$ cat config.mk
export PLATFORM = sky130hd
export DESIGN_NAME = reorder_buffer
export DESIGN_NICKNAME = d
export VERILOG_FILES = /design/src/rtl/CustomTypes.sv /design/src/rtl/reorder_buffer.sv
export SDC_FILE = /design/constraint.sdc
export NUM_CORES = 2
export LEC_CHECK = 0
export BUFFER_PORTS_ARGS = -buffer_cell sky130_fd_sc_hd__clkbuf_2
export CORE_UTILIZATION = 25
export CTS_CLUSTER_DIAMETER = 50
export DETAILED_ROUTE_END_ITERATION = 8
export PLACE_DENSITY = 0.35
export SLEW_MARGIN = 10
export SYNTH_ARGS = -nofsm -noshare
export SYNTH_HDL_FRONTEND = slang
export SYNTH_SLANG_ARGS = --single-unit
$ cat constraint.sdc
create_clock -name clk -period 47.2 [get_ports clk]
set_input_delay 9.44 -clock clk [delete_from_list [all_inputs] [get_ports clk]]
set_output_delay 9.44 -clock clk [all_outputs]
set_load 0.02 [all_outputs]
$ cat src/rtl/CustomTypes.sv
// Shared reorder-buffer types: entry layout and the default number of entries.
package CustomTypes;
    localparam int unsigned ROB_DEPTH = 16;
    localparam int unsigned REG_W     = 6;
    localparam int unsigned DATA_W    = 32;

    typedef struct packed {
        logic              valid;
        logic              done;
        logic              tag;
        logic [REG_W-1:0]  arn;
        logic [REG_W-1:0]  rrn;
        logic [DATA_W-1:0] data;
    } RobEntry;
endpackage

$ cat src/rtl/reorder_buffer.sv
// In-order retirement buffer: allocates at tail, captures results from two CDBs,
// retires the oldest finished non-speculative entry and squashes speculative ones.
module reorder_buffer
    import CustomTypes::*;
#(
    parameter int unsigned DEPTH = ROB_DEPTH
) (
    input  logic                   clk,
    input  logic                   reset,
    input  logic                   alloc_valid,
    output logic                   alloc_ready,
    input  logic [5:0]             alloc_arn,
    input  logic [5:0]             alloc_rrn,
    input  logic                   alloc_tag,
    input  logic                   cdb1_we,
    input  logic [5:0]             cdb1_rrn,
    input  logic [31:0]            cdb1_data,
    input  logic                   cdb2_we,
    input  logic [5:0]             cdb2_rrn,
    input  logic [31:0]            cdb2_data,
    input  logic                   delete_tagged,
    input  logic                   clear_tags,
    output logic                   commit_we,
    output logic [5:0]             commit_arn,
    output logic [5:0]             commit_rrn,
    output logic [31:0]            commit_data,
    output logic [$clog2(DEPTH):0] count,
    output logic                   full,
    output logic                   empty
);

    localparam int unsigned PTR_W = $clog2(DEPTH);
    localparam int unsigned CNT_W = PTR_W + 1;

    RobEntry           entries_q [DEPTH];
    RobEntry           entries_d [DEPTH];
    logic [PTR_W-1:0]  head_q, head_d;
    logic [PTR_W-1:0]  tail_q, tail_d;
    logic [CNT_W-1:0]  count_q, count_d;
    logic              full_q, full_d;
    logic              empty_q, empty_d;
    logic              commit_we_q, commit_we_d;
    logic [5:0]        commit_arn_q, commit_arn_d;
    logic [5:0]        commit_rrn_q, commit_rrn_d;
    logic [31:0]       commit_data_q, commit_data_d;

    RobEntry           head_e;
    logic              alloc_fire;
    logic              commit_fire;
    logic [CNT_W-1:0]  ntag;

    // Acceptance depends only on registered occupancy, so a same-cycle commit never frees a slot early.
    assign alloc_ready = !full_q && !delete_tagged;
    assign alloc_fire  = alloc_valid && alloc_ready;
    assign head_e      = entries_q[head_q];
    assign commit_fire = head_e.valid && head_e.done && !head_e.tag;

    always_comb begin
        entries_d     = entries_q;
        head_d        = head_q;
        tail_d        = tail_q;
        commit_we_d   = 1'b0;
        commit_arn_d  = '0;
        commit_rrn_d  = '0;
        commit_data_d = '0;
        ntag          = '0;

        for (int unsigned i = 0; i < DEPTH; i++) begin
            if (entries_q[PTR_W'(i)].valid && !entries_q[PTR_W'(i)].done) begin
                if (cdb1_we && entries_q[PTR_W'(i)].rrn == cdb1_rrn) begin
                    entries_d[PTR_W'(i)].done = 1'b1;
                    entries_d[PTR_W'(i)].data = cdb1_data;
                end else if (cdb2_we && entries_q[PTR_W'(i)].rrn == cdb2_rrn) begin
                    entries_d[PTR_W'(i)].done = 1'b1;
                    entries_d[PTR_W'(i)].data = cdb2_data;
                end
            end
            if (entries_q[PTR_W'(i)].valid && entries_q[PTR_W'(i)].tag) begin
                if (delete_tagged) begin
                    entries_d[PTR_W'(i)] = '0;
                    ntag                 = ntag + CNT_W'(1);
                end else if (clear_tags) begin
                    entries_d[PTR_W'(i)].tag = 1'b0;
                end
            end
        end

        if (commit_fire) begin
            commit_we_d       = 1'b1;
            commit_arn_d      = head_e.arn;
            commit_rrn_d      = head_e.rrn;
            commit_data_d     = head_e.data;
            entries_d[head_q] = '0;
            head_d            = head_q + PTR_W'(1);
        end

        // Tagged entries sit contiguously at the tail, so squashing just rewinds tail by their number.
        if (delete_tagged) begin
            tail_d = tail_q - PTR_W'(ntag);
        end else if (alloc_fire) begin
            entries_d[tail_q] = '{valid: 1'b1, done: 1'b0, tag: alloc_tag,
                                  arn: alloc_arn, rrn: alloc_rrn, data: '0};
            tail_d            = tail_q + PTR_W'(1);
        end

        count_d = count_q + CNT_W'(alloc_fire) - CNT_W'(commit_fire) - ntag;
        full_d  = (count_d == CNT_W'(DEPTH));
        empty_d = (count_d == '0);
    end

    always_ff @(posedge clk or posedge reset) begin
        if (reset) begin
            for (int unsigned i = 0; i < DEPTH; i++) begin
                entries_q[PTR_W'(i)] <= '0;
            end
            head_q        <= '0;
            tail_q        <= '0;
            count_q       <= '0;
            full_q        <= 1'b0;
            empty_q       <= 1'b1;
            commit_we_q   <= 1'b0;
            commit_arn_q  <= '0;
            commit_rrn_q  <= '0;
            commit_data_q <= '0;
        end else begin
            entries_q     <= entries_d;
            head_q        <= head_d;
            tail_q        <= tail_d;
            count_q       <= count_d;
            full_q        <= full_d;
            empty_q       <= empty_d;
            commit_we_q   <= commit_we_d;
            commit_arn_q  <= commit_arn_d;
            commit_rrn_q  <= commit_rrn_d;
            commit_data_q <= commit_data_d;
        end
    end

    assign commit_we   = commit_we_q;
    assign commit_arn  = commit_arn_q;
    assign commit_rrn  = commit_rrn_q;
    assign commit_data = commit_data_q;
    assign count       = count_q;
    assign full        = full_q;
    assign empty       = empty_q;

endmodule

Word level (Yosys, flattened, before mapping). Index checks and enable logic that the tools add are counted. W data, S select, Z words.

Register bits after elaboration: 812. Input bits: 96. Output and inout bits: 53. Logic and storage cells: 483.

$add $sub $neg: 21. Order comparisons: 4. Equal/unequal tests: 33. Mux-type cells: 225. Bitwise logic cells: 4. Reductions and logical operators: 91.

Operators by type and width (count): $mux W752 (3); $mux W32 (49); $mux W47 (20); $and A752 B752 Y752 (1); $bwmux W752 (1); $not A752 Y752 (1); $mux W44 (16); $demux W47 S4 (2); $eq A6 B6 Y1 (32); $bmux W47 S4 (1); $mux W5 (30); $mux W1 (83); $add A5 B1 Y5 const B (15); $logic_and A1 B1 Y1 (70); $mux W2 (16); $logic_not A1 Y1 (19); $mux W6 (2); $ge A5 B5 Y1 const B (2); $lt A5 B1 Y1 const B (2); $not A4 Y5 (2); $add A4 B1 Y4 const B (2); $mux W4 (2); $add A5 B1 Y5 (1); $eq A5 B5 Y1 const B (1); 5 further kinds (5).

Longest topological paths before layout.
Depth after elaboration: 49. Gate-level depth with buffers: 64. Mapped depth without buffers: 61.

Worst setup path after synthesis. No wires, ideal clock.

Path type: input -> register. From: in delete_tagged. To: reg full_q, in the netlist full. Data arrival time: 20.540 ns. Setup slack: 26.593 ns. Cell stages on the path: 64. Cell sequence: clkbuf_1 > clkbuf_1 > clkbuf_1 > clkbuf_1 > clkbuf_1 > and2_1 > ha_1 > nand3_1 > a21oi_1 > ha_1 > o21ai_0 > nor2_1 > ha_1 > nand2_1 > nand2_1 > ha_1 > and4_1 > a31oi_1 > (+28 left out) > xnor3_1 > xnor2_1 > xnor2_1 > nand4_1 > xnor2_2 > xnor2_1 > ha_1 > inv_1 > ha_1 > ha_1 > a21oi_1 > xnor2_1 > xnor2_1 > xnor2_1 > xnor2_1 > xnor2_1 > xnor2_1 > and3_1.

Longest elaborated chain between the ends: 49. Elaborated cells between the ends (all ways): 54. Those cells by class: add/sub (18); eq/ne (1); mux (32); reduce/logical (3).

Ends and longest elaborated chain: start: declaration (line reorder_buffer.sv:21) `input logic delete_tagged,`; $mux W1 (line reorder_buffer.sv:79) `if (delete_tagged) begin`; $mux W1 (line reorder_buffer.sv:78) `if (entries_q[PTR_W'(i)].valid && entries_q[PTR_W'(i)].tag) begin`; $add A5 B1 Y5 (line reorder_buffer.sv:81) `ntag = ntag + CNT_W'(1);`; $mux W5 (line reorder_buffer.sv:79); $mux W5 (line reorder_buffer.sv:78); $add A5 B1 Y5 (line reorder_buffer.sv:81); $mux W5 (line reorder_buffer.sv:79); $mux W5 (line reorder_buffer.sv:78); (+35 left out); $mux W5 (line reorder_buffer.sv:78); $add A5 B1 Y5 (line reorder_buffer.sv:81); $mux W5 (line reorder_buffer.sv:79); $mux W5 (line reorder_buffer.sv:78); $sub A5 B5 Y5 * (line reorder_buffer.sv:106) `count_d = count_q + CNT_W'(alloc_fire) - CNT_W'(commit_fire) - ntag;`; via count_d[4] (line reorder_buffer.sv:39) `logic [CNT_W-1:0] count_q, count_d;`; $eq A5 B5 Y1 * (line reorder_buffer.sv:107) `full_d = (count_d == CNT_W'(DEPTH));`; via full_d (line reorder_buffer.sv:40) `logic full_q, full_d;`; end signal: assignment (line reorder_buffer.sv:130) `full_q <= full_d;`; end: declaration (line reorder_buffer.sv:40).

Mark *: on every way through the listed nets, which the timed path passes. The rest lies on a longest branch. A chain may end at the register's enable or synchronous reset.

Worst setup path in the final report. Same ends and word-level chain as after synthesis.

==> impl_metrics.py <==
metrics = {
    "global_route": {
        "grt_max_degree": 165,
        "track_usage": 0.229,
        "grt_first_pass_wirelength_um": 304000,
        "grt_pass1_vias": 37700,
        "antenna_found_initial": 20,
        "grt.overflow.total": 0,
    },
    "timing": {
        "hold_viol_final": 0,
        "rsz0062_at_grt": "no",
        "fmax_mhz": 48.9,
        "setup_tns_ps": 0,
        "min_period_ps": 20450,
        "max-slew-margin-rel": 0.154,
        "finalMaxSlewViolations": 0,
        "clock_skew_ps": 34.5,
        "tightest_slew_ps": 1260,
        "period_share": 0.433,
        "hold-worst-slack_ps": 491,
        "finalSetupViolCount": 0,
    },
    "worst_setup_path": {
        "cp_slowest_stage_delay_ps": 400,
        "crit_required_ps": 47910,
        "critPathMostFrequentCell": "ha_1",
        "path_class": "input pin to flip-flop",
        "path_delay_family": "adder cells",
        "cp-startpoint": "delete_tagged",
        "critPathMaxFanout": 12,
        "rr_worst_depth": 61,
        "cp-start-kind": "input pin",
        "crit_cells": 61,
        "reg2reg_from": "entries_q[704]",
        "worst-path-buf-inv": 5,
        "slowest_stage": "inv_1",
        "cp-end-kind": "flip-flop",
        "cp.arrival_ps": 21160,
    },
    "clocking": {
        "clock_latency_ps": 800,
        "post-cts-setup-buffers": 0,
        "clk_pin_slew_ps": 60,
        "cts_made_buffers": 136,
        "cts_tree": "done",
        "htree_num_levels": 4,
        "cts_resized": 0,
        "cts.hold.buffers_added": 0,
        "clock_sinks": 812,
        "cts.path.max_buffers": 3,
        "clockRootBuffer": "clkbuf_16",
    },
    "synthesis": {
        "syn_area_per_cell_um2": 10.2,
        "synth.yosys.warnings": 0,
        "synth-edff-count": 0,
        "yosysTopAreaCellShare": 0.446,
        "synthArstFlopShare": 1.00,
        "ys_ff_latch": 812,
        "synthTopCellsByArea": "dfrtp_1 (45%), mux4_2 (11%), nor2_1 (6.4%)",
        "synth_cells": 4446,
        "ys.flop_type": "dfrtp_1",
        "ys_seq_area_frac": 0.446,
        "ys_types": 74,
        "syn_nets": 4574,
        "syn_area_mm2": 0.0455,
        "yosys.area.top_type": "dfrtp_1",
    },
    "hold_path": {
        "hp-start": "entries_q[88]",
        "whs_path_depth": 1,
        "min_path_type": "flip-flop to flip-flop",
    },
    "power_and_ir_drop": {
        "clkPwrFrac": 0.309,
        "p_sw_frac": 0.380,
        "pwr-share-seq": 0.341,
        "p_sw_mw": 1.29,
        "power_mw": 3.40,
        "p_int_mw": 2.11,
        "powerDensity_mw_per_mm2": 63.8,
        "p_leak_nw": 21.6,
        "combPwrFrac": 0.349,
        "max-vdd-ir-drop_mv": 0.0451,
    },
    "route": {
        "via_per_inst": 5.51,
        "drtIter0Drc": 3271,
        "first_pass_iters": 6,
        "wl_um": 213000,
        "routedWlPerCell_um": 31.4,
        "drc": 0,
        "vias": 37300,
        "ant_nets": 0,
    },
    "die": {
        "fp.dieW_um": 429,
        "design.core.area_mm2": 0.181,
        "die_area_mm2": 0.184,
        "ioPinCount": 149,
        "rows": 156,
        "start_util": 0.252,
        "dieHeight_um": 429,
    },
    "place": {
        "gp_congestion": 0.771,
        "hpwl_um": 120000,
        "placed_area_mm2": 0.0485,
        "io_buffers": 148,
    },
    "cells_and_area": {
        "seqCellArea_mm2": 0.0203,
        "post-route-util": 0.295,
        "area_growth_pct": 16.9,
        "multiInputGateArea_mm2": 0.0234,
        "final_cell_mix": "dfrtp_1 (808), nor2_1 (765), a211oi_1 (318), a21oi_1 (224), mux4_2 (224)",
        "drive_gt1_frac": 0.191,
        "nets": 4415,
        "design_area_mm2": 0.0532,
        "nFillCells": 18700,
        "final_common_cell": "dfrtp_1",
    },
    "run_status": {
        "status": "finished clean",
    },
    "run": {
        "drv_cap": 0,
    },
}
==> registers in the layout (all words and copies together) (netlist names) <==
signal / count
head_q: 4
commit_rrn: 6
commit_arn: 6
full: 1
empty: 1
entries_q: 752
commit_we: 1
count: 5
commit_data: 32
tail_q: 4
==> worst register-to-register path: cells and delay by family, from the launching register on <==
kind            cells  cell delay [ps]
fa+ha+maj          15             4250
flops               1              570
buf+inv             3              190
compound gates      9             1800
xor+xnor           13             2590
simple gates       21             2750
==> cell usage after synthesis (111+ instances only) <==
cell      number
a22o_1       193
dfrtp_1      811
a21oi_1      225
nand2_1      129
buf_1        111
mux2i_1      165
mux4_2       224
clkbuf_1     443
a211oi_1     320
nor2_1       775
o22ai_1      168
xnor2_1      131
a22oi_1      193
==> cell type report <==
| cell class | count | area share |
|---|---|---|
| antenna | 6 | 0.000282 |
| timing repair buffer | 260 | 0.0304 |
| tap | 2370 | 0.0557 |
| sequential | 812 | 0.382 |
| clock buffer | 174 | 0.0712 |
| inverter | 40 | 0.00301 |
| clock inverter | 72 | 0.0176 |
| multi-input combinational | 3037 | 0.440 |
==> stage by stage <==
step | instances | setup WS, ps
6_report | 6771 | 26750
5_1_grt | 6768 | 25900
3_5_place_dp | 6519 | 25910
3_3_place_gp | 6519 | 26050
4_1_cts | 6765 | 26720
2_1_floorplan | 4446 | 14960
==> cells by family after synthesis <==
kind of cell             share of synthesized area
multiplexers                                 0.148
XOR/XNOR                                    0.0511
AO/OA/AOI/OAI                                0.183
buffers and inverters                       0.0493
AND/OR/NAND/NOR                              0.112
adder cells (fa/ha/maj)                    0.00945
flip-flops                                   0.446
==> power groups by stage <==
stage / Combinational (mW) / Sequential [mW] / Clock, mW
6_report: 1.19 / 1.16 / 1.05
5_1_grt: 1.27 / 1.19 / 1.10
4_1_cts: 1.19 / 1.16 / 1.07
2_1_floorplan: 0.823 / 1.09 / 0
3_3_place_gp: 1.18 / 1.17 / 0
3_5_place_dp: 1.19 / 1.17 / 0
==> layer usage <==
metal / wire [µm] / track usage / vias up / part of all wire
met5: 9 / 0 / - / 0.000042
met4: 5020 / 0.0592 / 2 / 0.024
met3: 13500 / 0.0433 / 289 / 0.064
met2: 97500 / 0.361 / 1342 / 0.46
met1: 96900 / 0.321 / 19700 / 0.46
li1: - / - / 16000 / -
==> final timing paths <==
path	slack [ps]	to
setup / recovery	26750	full
hold / removal	490	entries_q[88]
setup reg to reg	34960	full
hold reg to reg	490	entries_q[88]
max in group asynchronous	36180	entries_q[124]
min in group asynchronous	8700	full
Note: power is estimated with default switching activity, not from simulation.
